<file path="src/rtl/multicycle_ctrl_if.sv">
// Control bundle between multicycle_ctrl and the CPCPU datapath/memory.
// master: controller (decode inputs in, strobes out); slave: datapath side.
interface multicycle_ctrl_if;
  logic [5:0] op;
  logic [5:0] func;
  logic       z;
  logic       mem_ready;
  logic       mem_req;
  logic       iord;
  logic       wmem;
  logic       irwrite;
  logic       pcwrite;
  logic [1:0] pcsource;
  logic       wreg;
  logic       regrt;
  logic       m2reg;
  logic [2:0] aluc;
  logic       aluimm;
  logic       sext;
  logic       shift;
  logic [2:0] state;
  logic       retire;
  logic       illegal;

  modport master (
    input  op, func, z, mem_ready,
    output mem_req, iord, wmem, irwrite, pcwrite, pcsource,
    output wreg, regrt, m2reg, aluc, aluimm, sext, shift,
    output state, retire, illegal
  );

  modport slave (
    output op, func, z, mem_ready,
    input  mem_req, iord, wmem, irwrite, pcwrite, pcsource,
    input  wreg, regrt, m2reg, aluc, aluimm, sext, shift,
    input  state, retire, illegal
  );
endinterface

</file>
<file path="src/rtl/multicycle_ctrl.sv">
// Multi-cycle IF/ID/EXE/MEM/WB sequencer with memory watchdog and trap state.
// Ports: clk, rst (async high), bus (master: op/func/z/mem_ready in, strobes out).
module multicycle_ctrl #(
  parameter int MEM_TIMEOUT = 15
) (
  input logic               clk,
  input logic               rst,
  multicycle_ctrl_if.master bus
);

  localparam int CW =
    (MEM_TIMEOUT > 0) ? $clog2(MEM_TIMEOUT + 1) : 1;
  localparam logic [CW-1:0] CNT_MAX = '1;
  localparam logic [CW-1:0] CNT_LAST =
    (MEM_TIMEOUT > 0) ? CW'(MEM_TIMEOUT - 1) : '0;
  localparam bit WD_ON = (MEM_TIMEOUT > 0);

  typedef enum logic [2:0] {
    S_IF   = 3'b000,
    S_ID   = 3'b001,
    S_EXE  = 3'b010,
    S_MEM  = 3'b011,
    S_WB   = 3'b100,
    S_TRAP = 3'b111
  } state_t;

  state_t        st;
  state_t        nxt;
  logic [CW-1:0] cnt;

  logic [5:0] op;
  logic [2:0] fn;
  logic       unused_func;

  assign op          = bus.op;
  assign fn          = bus.func[2:0];
  assign unused_func = ^bus.func[5:3];

  logic i_add, i_and, i_or, i_xor, i_srl, i_sll;
  logic i_addi, i_andi, i_ori, i_xori;
  logic i_lw, i_sw, i_beq, i_bne, i_j;
  logic i_ialu, i_legal;

  assign i_add  = (op == 6'b000000) && (fn == 3'b001);
  assign i_and  = (op == 6'b000001) && (fn == 3'b001);
  assign i_or   = (op == 6'b000001) && (fn == 3'b010);
  assign i_xor  = (op == 6'b000001) && (fn == 3'b100);
  assign i_srl  = (op == 6'b000010) && (fn == 3'b010);
  assign i_sll  = (op == 6'b000010) && (fn == 3'b011);
  assign i_addi = (op == 6'b000101);
  assign i_andi = (op == 6'b001001);
  assign i_ori  = (op == 6'b001010);
  assign i_xori = (op == 6'b001100);
  assign i_lw   = (op == 6'b001101);
  assign i_sw   = (op == 6'b001110);
  assign i_beq  = (op == 6'b001111);
  assign i_bne  = (op == 6'b010000);
  assign i_j    = (op == 6'b010010);

  assign i_ialu  = i_addi | i_andi | i_ori | i_xori;
  assign i_legal = i_add | i_and | i_or | i_xor
                 | i_srl | i_sll | i_ialu
                 | i_lw | i_sw | i_beq | i_bne | i_j;

  logic [2:0] aluc_d;

  always_comb begin
    aluc_d = 3'b000;
    unique case (1'b1)
      i_and | i_andi: aluc_d = 3'b001;
      i_or  | i_ori:  aluc_d = 3'b010;
      i_xor | i_xori: aluc_d = 3'b011;
      i_srl:          aluc_d = 3'b100;
      i_sll:          aluc_d = 3'b101;
      i_beq | i_bne:  aluc_d = 3'b110;
      default:        aluc_d = 3'b000;
    endcase
  end

  // A wait cycle is one spent in IF/MEM without mem_ready.
  // The last permitted wait cycle traps instead of waiting.
  logic waiting;
  logic tmo;

  assign waiting = ((st == S_IF) || (st == S_MEM))
                 && !bus.mem_ready;
  assign tmo     = WD_ON && waiting && (cnt == CNT_LAST);

  always_ff @(posedge clk or posedge rst) begin
    if (rst) begin
      st  <= S_IF;
      cnt <= '0;
    end else begin
      st <= nxt;
      if (nxt != st)
        cnt <= '0;
      else if (waiting && (cnt != CNT_MAX))
        cnt <= cnt + CW'(1);
    end
  end

  assign bus.state = st;

  always_comb begin
    nxt          = st;
    bus.mem_req  = 1'b0;
    bus.iord     = 1'b0;
    bus.wmem     = 1'b0;
    bus.irwrite  = 1'b0;
    bus.pcwrite  = 1'b0;
    bus.pcsource = 2'b00;
    bus.wreg     = 1'b0;
    bus.retire   = 1'b0;
    bus.illegal  = 1'b0;
    bus.aluc     = 3'b000;
    bus.regrt    = 1'b0;
    bus.aluimm   = 1'b0;
    bus.sext     = 1'b0;
    bus.shift    = 1'b0;
    bus.m2reg    = 1'b0;

    if ((st != S_IF) && (st != S_TRAP)) begin
      bus.aluc   = aluc_d;
      bus.regrt  = i_ialu | i_lw;
      bus.aluimm = i_ialu | i_lw | i_sw;
      bus.sext   = i_addi | i_lw | i_sw | i_beq | i_bne;
      bus.shift  = i_srl | i_sll;
      bus.m2reg  = i_lw;
    end

    case (st)
      S_IF: begin
        bus.mem_req = 1'b1;
        if (tmo) begin
          nxt = S_TRAP;
        end else if (bus.mem_ready) begin
          bus.irwrite = 1'b1;
          bus.pcwrite = 1'b1;
          nxt         = S_ID;
        end
      end
      S_ID: begin
        if (!i_legal) begin
          nxt = S_TRAP;
        end else if (i_j) begin
          bus.pcwrite  = 1'b1;
          bus.pcsource = 2'b10;
          bus.retire   = 1'b1;
          nxt          = S_IF;
        end else begin
          nxt = S_EXE;
        end
      end
      S_EXE: begin
        if (i_beq | i_bne) begin
          bus.pcwrite  = i_beq ? bus.z : !bus.z;
          bus.pcsource = 2'b01;
          bus.retire   = 1'b1;
          nxt          = S_IF;
        end else if (i_lw | i_sw) begin
          nxt = S_MEM;
        end else begin
          nxt = S_WB;
        end
      end
      S_MEM: begin
        bus.mem_req = 1'b1;
        bus.iord    = 1'b1;
        if (tmo) begin
          nxt = S_TRAP;
        end else begin
          bus.wmem = i_sw;
          if (bus.mem_ready) begin
            if (i_lw) begin
              nxt = S_WB;
            end else begin
              bus.retire = 1'b1;
              nxt        = S_IF;
            end
          end
        end
      end
      S_WB: begin
        bus.wreg   = 1'b1;
        bus.retire = 1'b1;
        nxt        = S_IF;
      end
      S_TRAP: begin
        bus.illegal = 1'b1;
      end
      default: begin
        nxt = S_TRAP;
      end
    endcase

    // Reset silences every output, including the IF fetch request.
    if (rst) begin
      bus.mem_req  = 1'b0;
      bus.iord     = 1'b0;
      bus.wmem     = 1'b0;
      bus.irwrite  = 1'b0;
      bus.pcwrite  = 1'b0;
      bus.pcsource = 2'b00;
      bus.wreg     = 1'b0;
      bus.retire   = 1'b0;
      bus.illegal  = 1'b0;
      bus.aluc     = 3'b000;
      bus.regrt    = 1'b0;
      bus.aluimm   = 1'b0;
      bus.sext     = 1'b0;
      bus.shift    = 1'b0;
      bus.m2reg    = 1'b0;
    end
  end

endmodule

</file>
<file path="src/flat_wrapper.sv">
// flat-port wrapper written by rule: the top's interface ports become plain ports
module multicycle_ctrl_flat 
#(
  parameter int MEM_TIMEOUT = 15
)
  (clk, rst, bus_op, bus_func, bus_z, bus_mem_ready, bus_mem_req, bus_iord, bus_wmem, bus_irwrite, bus_pcwrite, bus_pcsource, bus_wreg, bus_regrt, bus_m2reg, bus_aluc, bus_aluimm, bus_sext, bus_shift, bus_state, bus_retire, bus_illegal);
  multicycle_ctrl_if bus_i ();
  input logic clk;
  input logic rst;
  input wire logic [$bits(bus_i.op)-1:0] bus_op;
  input wire logic [$bits(bus_i.func)-1:0] bus_func;
  input wire logic [$bits(bus_i.z)-1:0] bus_z;
  input wire logic [$bits(bus_i.mem_ready)-1:0] bus_mem_ready;
  output wire logic [$bits(bus_i.mem_req)-1:0] bus_mem_req;
  output wire logic [$bits(bus_i.iord)-1:0] bus_iord;
  output wire logic [$bits(bus_i.wmem)-1:0] bus_wmem;
  output wire logic [$bits(bus_i.irwrite)-1:0] bus_irwrite;
  output wire logic [$bits(bus_i.pcwrite)-1:0] bus_pcwrite;
  output wire logic [$bits(bus_i.pcsource)-1:0] bus_pcsource;
  output wire logic [$bits(bus_i.wreg)-1:0] bus_wreg;
  output wire logic [$bits(bus_i.regrt)-1:0] bus_regrt;
  output wire logic [$bits(bus_i.m2reg)-1:0] bus_m2reg;
  output wire logic [$bits(bus_i.aluc)-1:0] bus_aluc;
  output wire logic [$bits(bus_i.aluimm)-1:0] bus_aluimm;
  output wire logic [$bits(bus_i.sext)-1:0] bus_sext;
  output wire logic [$bits(bus_i.shift)-1:0] bus_shift;
  output wire logic [$bits(bus_i.state)-1:0] bus_state;
  output wire logic [$bits(bus_i.retire)-1:0] bus_retire;
  output wire logic [$bits(bus_i.illegal)-1:0] bus_illegal;
  assign bus_i.op = bus_op;
  assign bus_i.func = bus_func;
  assign bus_i.z = bus_z;
  assign bus_i.mem_ready = bus_mem_ready;
  assign bus_mem_req = bus_i.mem_req;
  assign bus_iord = bus_i.iord;
  assign bus_wmem = bus_i.wmem;
  assign bus_irwrite = bus_i.irwrite;
  assign bus_pcwrite = bus_i.pcwrite;
  assign bus_pcsource = bus_i.pcsource;
  assign bus_wreg = bus_i.wreg;
  assign bus_regrt = bus_i.regrt;
  assign bus_m2reg = bus_i.m2reg;
  assign bus_aluc = bus_i.aluc;
  assign bus_aluimm = bus_i.aluimm;
  assign bus_sext = bus_i.sext;
  assign bus_shift = bus_i.shift;
  assign bus_state = bus_i.state;
  assign bus_retire = bus_i.retire;
  assign bus_illegal = bus_i.illegal;
  multicycle_ctrl #(.MEM_TIMEOUT(MEM_TIMEOUT)) u_core (.clk(clk), .rst(rst), .bus(bus_i));
endmodule
</file>
<file path="config.mk">
export PLATFORM = sky130hd
export DESIGN_NAME = multicycle_ctrl_flat
export DESIGN_NICKNAME = d
export VERILOG_FILES = /design/src/rtl/multicycle_ctrl_if.sv /design/src/rtl/multicycle_ctrl.sv /design/src/flat_wrapper.sv
export SDC_FILE = /design/constraint.sdc
export NUM_CORES = 1
export LEC_CHECK = 0
export BUFFER_PORTS_ARGS = -buffer_cell sky130_fd_sc_hd__buf_2
export CORE_UTILIZATION = 50
export DETAILED_ROUTE_END_ITERATION = 10
export GPL_ROUTABILITY_DRIVEN = 0
export GPL_TIMING_DRIVEN = 0
export PLACE_DENSITY_LB_ADDON = 0.1
export SLEW_MARGIN = 20
export SYNTH_ARGS = -nofsm -noshare
export SYNTH_HDL_FRONTEND = slang
export SYNTH_SLANG_ARGS = --single-unit
</file>
<file path="constraint.sdc">
create_clock -name clk -period 3.4 [get_ports clk]
set_input_delay 0.51 -clock clk [delete_from_list [all_inputs] [get_ports clk]]
set_output_delay 0.51 -clock clk [all_outputs]
set_load 0.01 [all_outputs]
</file>
# After elaboration in Yosys (flattened, before gate mapping)
# Cells that the tools add are included.
dict set report word_totals {
  output_inout_bits 21
  register_bits 7
  word_cells 128
  in_bits 16
}
dict set report classes {
  add_sub_neg 1
  reduce_logical 18
  mux 57
  eq_ne 24
  bitwise_logic 26
}
# op n
set op_table {}
lappend op_table {{$eq 6x4->1 const B} 6}
lappend op_table {{$mux 1} 36}
lappend op_table {{$pmux 3 s6} 2}
lappend op_table {{$mux 3} 10}
lappend op_table {{$or 1x1->1} 26}
lappend op_table {{$eq 3x2->1 const B} 4}
lappend op_table {{$eq 6x5->1 const B} 2}
lappend op_table {{$logic_and 1x1->1} 10}
lappend op_table {{$eq 3x3->1 const B} 3}
lappend op_table {{$mux 2} 4}
lappend op_table {{$mux 4} 2}
lappend op_table {{$eq 3x1->1 const B} 2}
lappend op_table {{$eq 6x1->1 const B} 1}
lappend op_table {{$eq 6x2->1 const B} 1}
lappend op_table {{$eq 6x3->1 const B} 1}
lappend op_table {{$logic_not 6->1} 1}
lappend op_table {{$add 4x1->4 const B} 1}
lappend op_table {{$eq 4x4->1 const B} 1}
lappend op_table {{$ne 4x4->1 const B} 1}
lappend op_table {{$pmux 1 s4} 1}
lappend op_table {{$pmux 2 s2} 1}
lappend op_table {{$logic_not 3->1} 1}
lappend op_table {{$ne 3x3->1} 1}
lappend op_table {{$ne 3x3->1 const B} 1}
lappend op_table {{other kinds (6)} 7}

# Longest topological paths before layout
# Gate-level depths: netlist of run 1.
dict set report depth {
  ltp_word 17
  ltp_mapped 7
}

# Least setup slack after synthesis of run 1
# No wires, ideal clock.
dict set report synth_timing {
  kind {input -> output}
  from {input bus_op[0]}
  to {output bus_pcwrite}
  cell_stages 6
  arrival_time_ps 1770
  required_ps 2890
  setup_slack_ps 1120
  path_cell_list {buf_2 or2_2 o22ai_2 and2_1 a311oi_1 nor4_1}
}
dict set report synth_via {
  elab_chain_cells 16
}
# item line
set synth_rtl {}
lappend synth_rtl {{start: declaration} flat_wrapper.sv:10} ;# input wire logic [$bits(bus_i.op)-1:0] bus_op;
lappend synth_rtl {{$eq 6x1->1 / $logic_not 6->1 (equally long branches)} -}
lappend synth_rtl {{$logic_and 1x1->1, on equally long branches} {multicycle_ctrl.sv:45, multicycle_ctrl.sv:44}}
lappend synth_rtl {{$or 1x1->1 (3 in series)} multicycle_ctrl.sv:61} ;# assign i_legal = i_add | i_and | i_or | i_xor
lappend synth_rtl {{$or 1x1->1 (3 in series)} multicycle_ctrl.sv:62} ;# | i_srl | i_sll | i_ialu
lappend synth_rtl {{$or 1x1->1 (5 in series)} multicycle_ctrl.sv:63} ;# | i_lw | i_sw | i_beq | i_bne | i_j;
lappend synth_rtl {{$mux 1} multicycle_ctrl.sv:143} ;# if (!i_legal) begin
lappend synth_rtl {{$pmux 1 s3 *} multicycle_ctrl.sv:131} ;# case (st)
lappend synth_rtl {{$mux 1 *} multicycle_ctrl.sv:197} ;# if (rst) begin
lappend synth_rtl {{end: declaration} flat_wrapper.sv:18} ;# output wire logic [$bits(bus_i.pcwrite)-1:0] bus_pcwrite;
# Every way passes the cells marked *; elsewhere a longest branch is shown, timed or not.

# Worst setup path in the final report of run 1
dict set report layout_timing {
  from {register u_core.st[0] (netlist: u_core.bus.state[0])}
  to {output bus_sext}
}
dict set report layout_via {
  elab_chain_cells 4
}
# item line
set layout_rtl {}
lappend layout_rtl {{start: declaration} multicycle_ctrl.sv:27} ;# state_t st;
lappend layout_rtl {{start signal: assignment} multicycle_ctrl.sv:94} ;# st <= nxt;
lappend layout_rtl {{$ne 3x3->1 / $reduce_bool 3->1 (equally long branches)} multicycle_ctrl.sv:122} ;# if ((st != S_IF) && (st != S_TRAP)) begin
lappend layout_rtl {{$logic_and 1x1->1 *} multicycle_ctrl.sv:122}
lappend layout_rtl {{$mux 1 *} multicycle_ctrl.sv:122}
lappend layout_rtl {{$mux 1 *} multicycle_ctrl.sv:197}
lappend layout_rtl {{end: declaration} flat_wrapper.sv:25} ;# output wire logic [$bits(bus_i.sext)-1:0] bus_sext;
# Marked as above.

==> metrics.cfg, run 1 <==
[outcome]
status=completed

[drt]
wirelength_met1_um=1340
dr_wl_met3_um=140
dr.pass1.iters=4
viasPerCell=5.97
dr_wl_met2_um=1490
drt_iter0_drc=43
dr.max_layer_used=met4
wl_per_cell_um=13.2
ant_nets=0
routed_wl_um=3000
drt_drc_violations_left=0
routed-via-count=1361

[clock_tree]
cts_buffers=3
cts_sinks=7
cts_buffer_depth=2
cts_setup_buffers=0
postCtsHoldBufs=0
clkLatencyLatePin_ps=240
cts_tree=done
cts-root-buf=clkbuf_4
post_cts_resized=0
clk_pin_slew_ps=50
htreeDepth=1

[pwr]
netSwitchingFraction=0.456
power_frac_comb=0.596
p_per_area_nw_per_um2=335
clockPowerShare=0.154
leakagePower_nw=0.552
p_seq_frac=0.250
power_switching_uw=208
vdd_drop_max_mv=0.300
p_int_uw=248

[final_layout]
area_growth_pct=19.3
nFillCells=185
multiInputGateArea_um2=890
diodes=0
final-seq-area_um2=175
design_area_um2=1360
drive_gt1_frac=0.264
fin_nets=220

[global_route]
grt_pass1_vias=1190
antenna_found_initial=0
grt_usage=0.273
grt_max_degree=11
grt_pass1_wl_um=5190
grt.overflow.total=0

[yosys]
syn_nets=183
yosys_warnings=0
synthArstFlopShare=1.00
synth_ff_type=dfrtp_1
syn_area_um2=1140
ys_seq_area_frac=0.153
yosysUniqueCellTypes=47
synth_edf_count=0
syn_avg_cell_area_um2=6.92
synthCells=165
ys_ff_latch=7

[placed_design]
post-dp-hpwl_um=2330
pre_cts_ws_ps=906
port_buffers=32
place_area_um2=1340

[sta]
setup-violations-final=0
setup-tns-final_ps=0
min_period_over_period=0.761
slew_headroom=0.673
finalCriticalPeriod_ps=2590
hold_violations=0
max_freq_mhz=386
fin_ws_ps=812
tightest_slew_ps=484
rsz0062_at_grt=false
fin_skew_ps=1.23
slew_viol_final=0

[critical_path]
crit_type=reg -> out
cp.required_ps=2890
timing.rr.start=u_core.cnt[0]$_DFFE_PP0P_
cp_max_fo=9
cp-end-kind=primary output
worstRegToRegCells=7
crit_arrival_ps=2080
critPathLaunch=u_core.bus.state[0]$_DFF_PP0_
critPathLaunchType=flop

[die]
die_area_um2=2480
core_area_um2=2060
io_pins=37
fp.dieH_um=49.8
num_rows=16
start_util=0.554
fp.dieW_um=49.8

[flow_run]
cap_violations=0

[hold_path]
hold_class=in -> async

-- sequential cells by signal (all words and copies together), names as in the netlist --
register / flops
u_core.bus.state: 3
u_core.cnt: 4
-- layout by cell type (no fill, tap or decap), drive strengths merged, types with 2 or more instances in the layout --
master	count
nand2b	2
xnor2	4
nor2	24
a31oi	8
clkbuf	10
o21a	2
buf	38
o21ai	8
nor4b	4
nand2	19
and4bb	2
o31ai	2
nor2b	8
a21oi	5
nor4	5
nand3	8
or2	2
nor3b	5
nand3b	3
ha	2
and3	2
and2	4
nor3	3
inv	6
dfrtp	7
-- synth_stat cells, types with 3 or more instances --
cell type	count	share of area
nor3_1	3	0.013
nand2_1	19	0.062
xnor2_1	4	0.031
and2_1	4	0.022
buf_2	5	0.022
nor3b_1	5	0.033
clkbuf_1	6	0.020
o21ai_0	8	0.035
nor4_1	4	0.022
a21oi_1	5	0.022
inv_1	6	0.020
nand3_1	8	0.035
dfrtp_1	7	0.15
a31oi_1	7	0.038
nand3b_1	3	0.020
nor2b_1	8	0.044
nor2_1	24	0.079
-- cell families (layout without fill, tap and decap cells) --
kind of cell	after synthesis	after routing	share of synthesized area
multiplexers	1	1	0.00876
AO/OA/AOI/OAI	38	38	0.234
buffers and inverters	18	54	0.0679
AND/OR/NAND/NOR	94	94	0.475
adder cells (fa/ha/maj)	2	2	0.0219
XOR/XNOR	5	5	0.0383
flip-flops	7	7	0.153
-- path summary, 6_finish.rpt --
check                                             to  slack, ps
max                                         bus_sext        810
min                        u_core.cnt[3]$_DFFE_PP0P_        270
max reg2reg                u_core.cnt[1]$_DFFE_PP0P_       1460
min reg2reg                u_core.cnt[0]$_DFFE_PP0P_        630
max in group asynchronous  u_core.cnt[2]$_DFFE_PP0P_       2890
min in group clk           u_core.cnt[0]$_DFFE_PP0P_        630
-- final cells by class --
| class | instances | share of cell area |
|---|---|---|
| inverter | 6 | 0.0165 |
| multi-input combinational | 140 | 0.653 |
| sequential | 7 | 0.129 |
| timing repair buffer | 32 | 0.118 |
| clock buffer | 4 | 0.0193 |
| buffer | 12 | 0.0404 |
| tap | 27 | 0.0248 |
-- power by group through the flow --
| stage | clock (mW) | combinational (mW) | sequential [mW] |
|---|---|---|---|
| global placement | 0 | 0.264 | 0.115 |
| finish | 0.0701 | 0.272 | 0.114 |
| detailed placement | 0 | 0.268 | 0.116 |
| CTS | 0.0751 | 0.269 | 0.114 |
| global route | 0.0832 | 0.307 | 0.116 |
| floorplan | 0 | 0.191 | 0.117 |
-- per-layer routing --
metal	vias up	GRT usage
li1	672	-
met1	633	0.362
met5	-	0
met3	4	0.0278
met2	52	0.446
met4	0	0.114
-- stage by stage --
| stage | power, mW | std cells | hold slack [ps] | util |
|---|---|---|---|---|
| floorplan | 0.309 | 165 | 335 | - |
| global placement | 0.379 | 224 | 520 | 0.648 |
| detailed placement | 0.384 | 224 | 526 | 0.648 |
| CTS | 0.459 | 228 | 259 | 0.661 |
| global route | 0.506 | 228 | 289 | 0.661 |
| finish | 0.457 | 228 | 272 | 0.661 |
-- worst max-delay path: stages (launching register included) --
cell	delay, ps
dfrtp_1	330
clkbuf_1	310
nor2_1	150
o21ai_0	170
nand2_1	220
a2111oi_0	450
buf_2	200
(Power assumes the default switching activity.)
==> run 2: changes to the inputs <==
--- a/config.mk
+++ b/config.mk
@@ -5,8 +5,9 @@
 export SDC_FILE = /design/constraint.sdc
 export NUM_CORES = 1
 export LEC_CHECK = 0
+export ABC_AREA = 1
 export BUFFER_PORTS_ARGS = -buffer_cell sky130_fd_sc_hd__buf_2
-export CORE_UTILIZATION = 50
+export CORE_UTILIZATION = 44
 export DETAILED_ROUTE_END_ITERATION = 10
 export GPL_ROUTABILITY_DRIVEN = 0
 export GPL_TIMING_DRIVEN = 0
==> constraint.sdc (replaced) <==
create_clock -name clk -period 2.1 [get_ports clk]
set_input_delay 0.315 -clock clk [delete_from_list [all_inputs] [get_ports clk]]
set_output_delay 0.315 -clock clk [all_outputs]
set_load 0.01 [all_outputs]
==> run 2 against run 1 <==
  * Hold slack worse by 270 ps
  * Clock power is 81% higher
  * Largest power group unchanged
  * Via count is 11% lower
  * Critical path depth decreased by 1
  * Final area down 10%
  * Flip-flop and latch count is the same
  * Routed wire length down 16%
  * Cell count up 0.44%
  * Area after synthesis down 14%
  * Synthesized cell count stayed put
  * Sequential power grew 88%
  * Non-clock buffer count down 8
==> metrics.cfg, run 2 <==
[outcome]
status=completed

[drt]
routed_wl_um=2510  ; -16%
wl_per_cell_um=11.0  ; -17%
viasPerCell=5.31  ; -11%
ant_nets=0  ; unchanged
drt_iter0_drc=41  ; -4.7%
drt_drc_violations_left=0  ; unchanged
routed-via-count=1215  ; -11%
dr.pass1.iters=4  ; unchanged

[yosys]
yosysTopAreaCell=dfrtp_1
ys_seq_area_frac=0.179  ; +0.0255
syn_nets=183  ; unchanged
synthArstFlopShare=1.00  ; unchanged
synth_common_cells=31 x nor2_1, 30 x nand2_1, 19 x nand3_1
synth_edf_count=0  ; unchanged
yosysMostFrequentCell=nor2_1
synth_ff_type=dfrtp_1
yosys_warnings=0  ; unchanged
syn_avg_cell_area_um2=5.94  ; -14%
syn_area_um2=980  ; -14%
synth_top_area_frac=0.179  ; +0.0255
synth.area.top_cells=dfrtp_1 18%, nor2_1 12%, nand2_1 11%
yosysUniqueCellTypes=27  ; -43%
synthCells=165  ; unchanged
ys_ff_latch=7  ; unchanged

[final_layout]
area_growth_pct=24.6
final_cell_mix=33 x buf_2, 31 x nor2_1, 30 x nand2_1, 19 x nand3_1, 17 x inv_1
regMostFlops=u_core.cnt
drive_gt1_frac=0.312  ; +0.0482
diodes=0  ; unchanged
final_common_cell=buf_2
fin_nets=221  ; +0.45%
postLayoutCoreUtil=0.604  ; -0.0568
design_area_um2=1220  ; -10%
largest_register_ffs=4  ; unchanged
finalNonFillerCells=229  ; +0.44%

[die]
start_util=0.485  ; -0.0695
fp.dieH_um=49.2  ; -1.2%
core_area_um2=2020  ; -1.9%
num_rows=16  ; unchanged
io_pins=37  ; unchanged
fp.dieW_um=49.2  ; -1.2%
die_area_um2=2420  ; -2.5%

[sta]
whs_ps=5.23  ; -267 ps
min_period_over_period=0.916
rsz0062_at_grt=false
slew_viol_final=0  ; unchanged
finalCriticalPeriod_ps=1920
fin_ws_ps=176  ; -636 ps
setup-violations-final=0  ; unchanged
fin_skew_ps=8.27  ; +7.04 ps
max_freq_mhz=520
hold_violations=0  ; unchanged
setup-tns-final_ps=0  ; unchanged
slew_headroom=0.701  ; +0.0285
tightest_slew_ps=448  ; -36.0 ps

[pwr]
total_power_mw=1.11  ; +140%
leakagePower_nw=0.661  ; +20%
p_per_area_nw_per_um2=908  ; +170%
vdd_drop_max_mv=0.635  ; +110%

[hold_path]
hold_class=in -> async

[critical_path]
ff2ff_setup_slack_ps=400  ; -1060 ps
critPathLaunchType=flop
cp_max_fo=8  ; -1
crit_arrival_ps=1610  ; -470 ps
crit_type=reg -> out
endpoint=bus_aluc[2]
critPathLaunch=u_core.bus.state[2]$_DFF_PP0_
cp.required_ps=1780  ; -1110 ps
worstRegToRegCells=12  ; +5
rr_endpoint=u_core.cnt[1]$_DFFE_PP0P_
cp-end-kind=primary output
timing.rr.start=u_core.bus.state[2]$_DFF_PP0_

[clock_tree]
cts_buffers=3  ; unchanged
postCtsHoldBufs=0  ; unchanged
cts_sinks=7  ; unchanged
clk_pin_slew_ps=60  ; about the same
clkLatencyLatePin_ps=260  ; +20 ps
cts-root-buf=clkbuf_4
cts_tree=done
htreeDepth=1  ; unchanged
cts_buffer_depth=2  ; unchanged

[placed_design]
port_buffers=33  ; +3.1%
dp.cells=225  ; +0.45%
pre_cts_ws_ps=318  ; -588 ps
place_area_um2=1180  ; -12%
post-dp-hpwl_um=2040  ; -12%

[global_route]
grt.overflow.total=0  ; unchanged
grt_pass1_wl_um=4260  ; -18%
grt_usage=0.224  ; -0.0491
antenna_found_initial=0  ; unchanged
grt_max_degree=11  ; unchanged
grt_pass1_vias=1028  ; -14%

[flow_run]
cap_violations=0  ; unchanged

==> run 2: cell types whose count changed after synthesis, sizes merged, moves of 5 or more <==
cell / before / now
a31oi: 8 / 1
clkbuf: 6 / 1
inv: 6 / 22
nand2: 19 / 36
nand3: 8 / 23
nor2: 24 / 37
nor2b: 8 / 0
nor3: 3 / 12
nor3b: 5 / 0
o21ai: 8 / 2
==> run 2: worst max-delay path: stages (launching register included) <==
cell and delay [ps]:
dfrtp_1 540, inv_2 120, nand2_4 120, nand3_1 210
a31oi_1 210, buf_2 150
==> run 2: power by group <==
group	total (mW)	internal (mW)	switching, mW
Combinational	0.768	0.257	0.511
Clock	0.127	0.0728	0.0541
Sequential	0.214	0.171	0.0431
Total	1.11	0.500	0.608
==> run 2: how the worst min path moves through the flow <==
stage	to	startpoint	depth (start not counted)	slack, ps
finish	u_core.cnt[1]$_DFFE_PP0P_	rst	2	5
global route	u_core.cnt[1]$_DFFE_PP0P_	rst	2	20
CTS	u_core.cnt[1]$_DFFE_PP0P_	rst	2	10
detailed placement	u_core.cnt[1]$_DFFE_PP0P_	rst	2	290
global placement	u_core.cnt[1]$_DFFE_PP0P_	rst	2	280
floorplan	u_core.bus.state[0]$_DFF_PP0_	rst	1	130
==> run 2: final cells by class <==
class / count / area, µm²
fill: 200 / 801
multi-input combinational: 133 / 719
sequential: 7 / 175
timing repair buffer: 33 / 165
inverter: 22 / 82.6
tap: 27 / 33.8
clock buffer: 4 / 26.3
buffer: 3 / 18.8
==> run 2: timing repair <==
| action | CTS | global route |
|---|---|---|
| setup buffers | 0 | 0 |
| gates resized for setup | 0 | 3 |
| endpoints found under the setup margin | 0 | 2 |
==> run 2: routing by layer <==
| layer | track usage | vias to the layer above | wire [µm] |
|---|---|---|---|
| li1 | - | 619 | - |
| met1 | 0.341 | 542 | 1270 |
| met2 | 0.320 | 54 | 1050 |
| met3 | 0.0498 | 0 | 189 |
| met4 | 0.0392 | 0 | 0 |
| met5 | 0 | - | 0 |
==> run 2: logic make-up after synthesis <==
| kind of cell | share of synthesized area |
|---|---|
| flip-flops | 0.179 |
| XOR/XNOR | 0.0358 |
| adder cells (fa/ha/maj) | 0.0255 |
| AND/OR/NAND/NOR | 0.577 |
| AO/OA/AOI/OAI | 0.0792 |
| buffers and inverters | 0.103 |
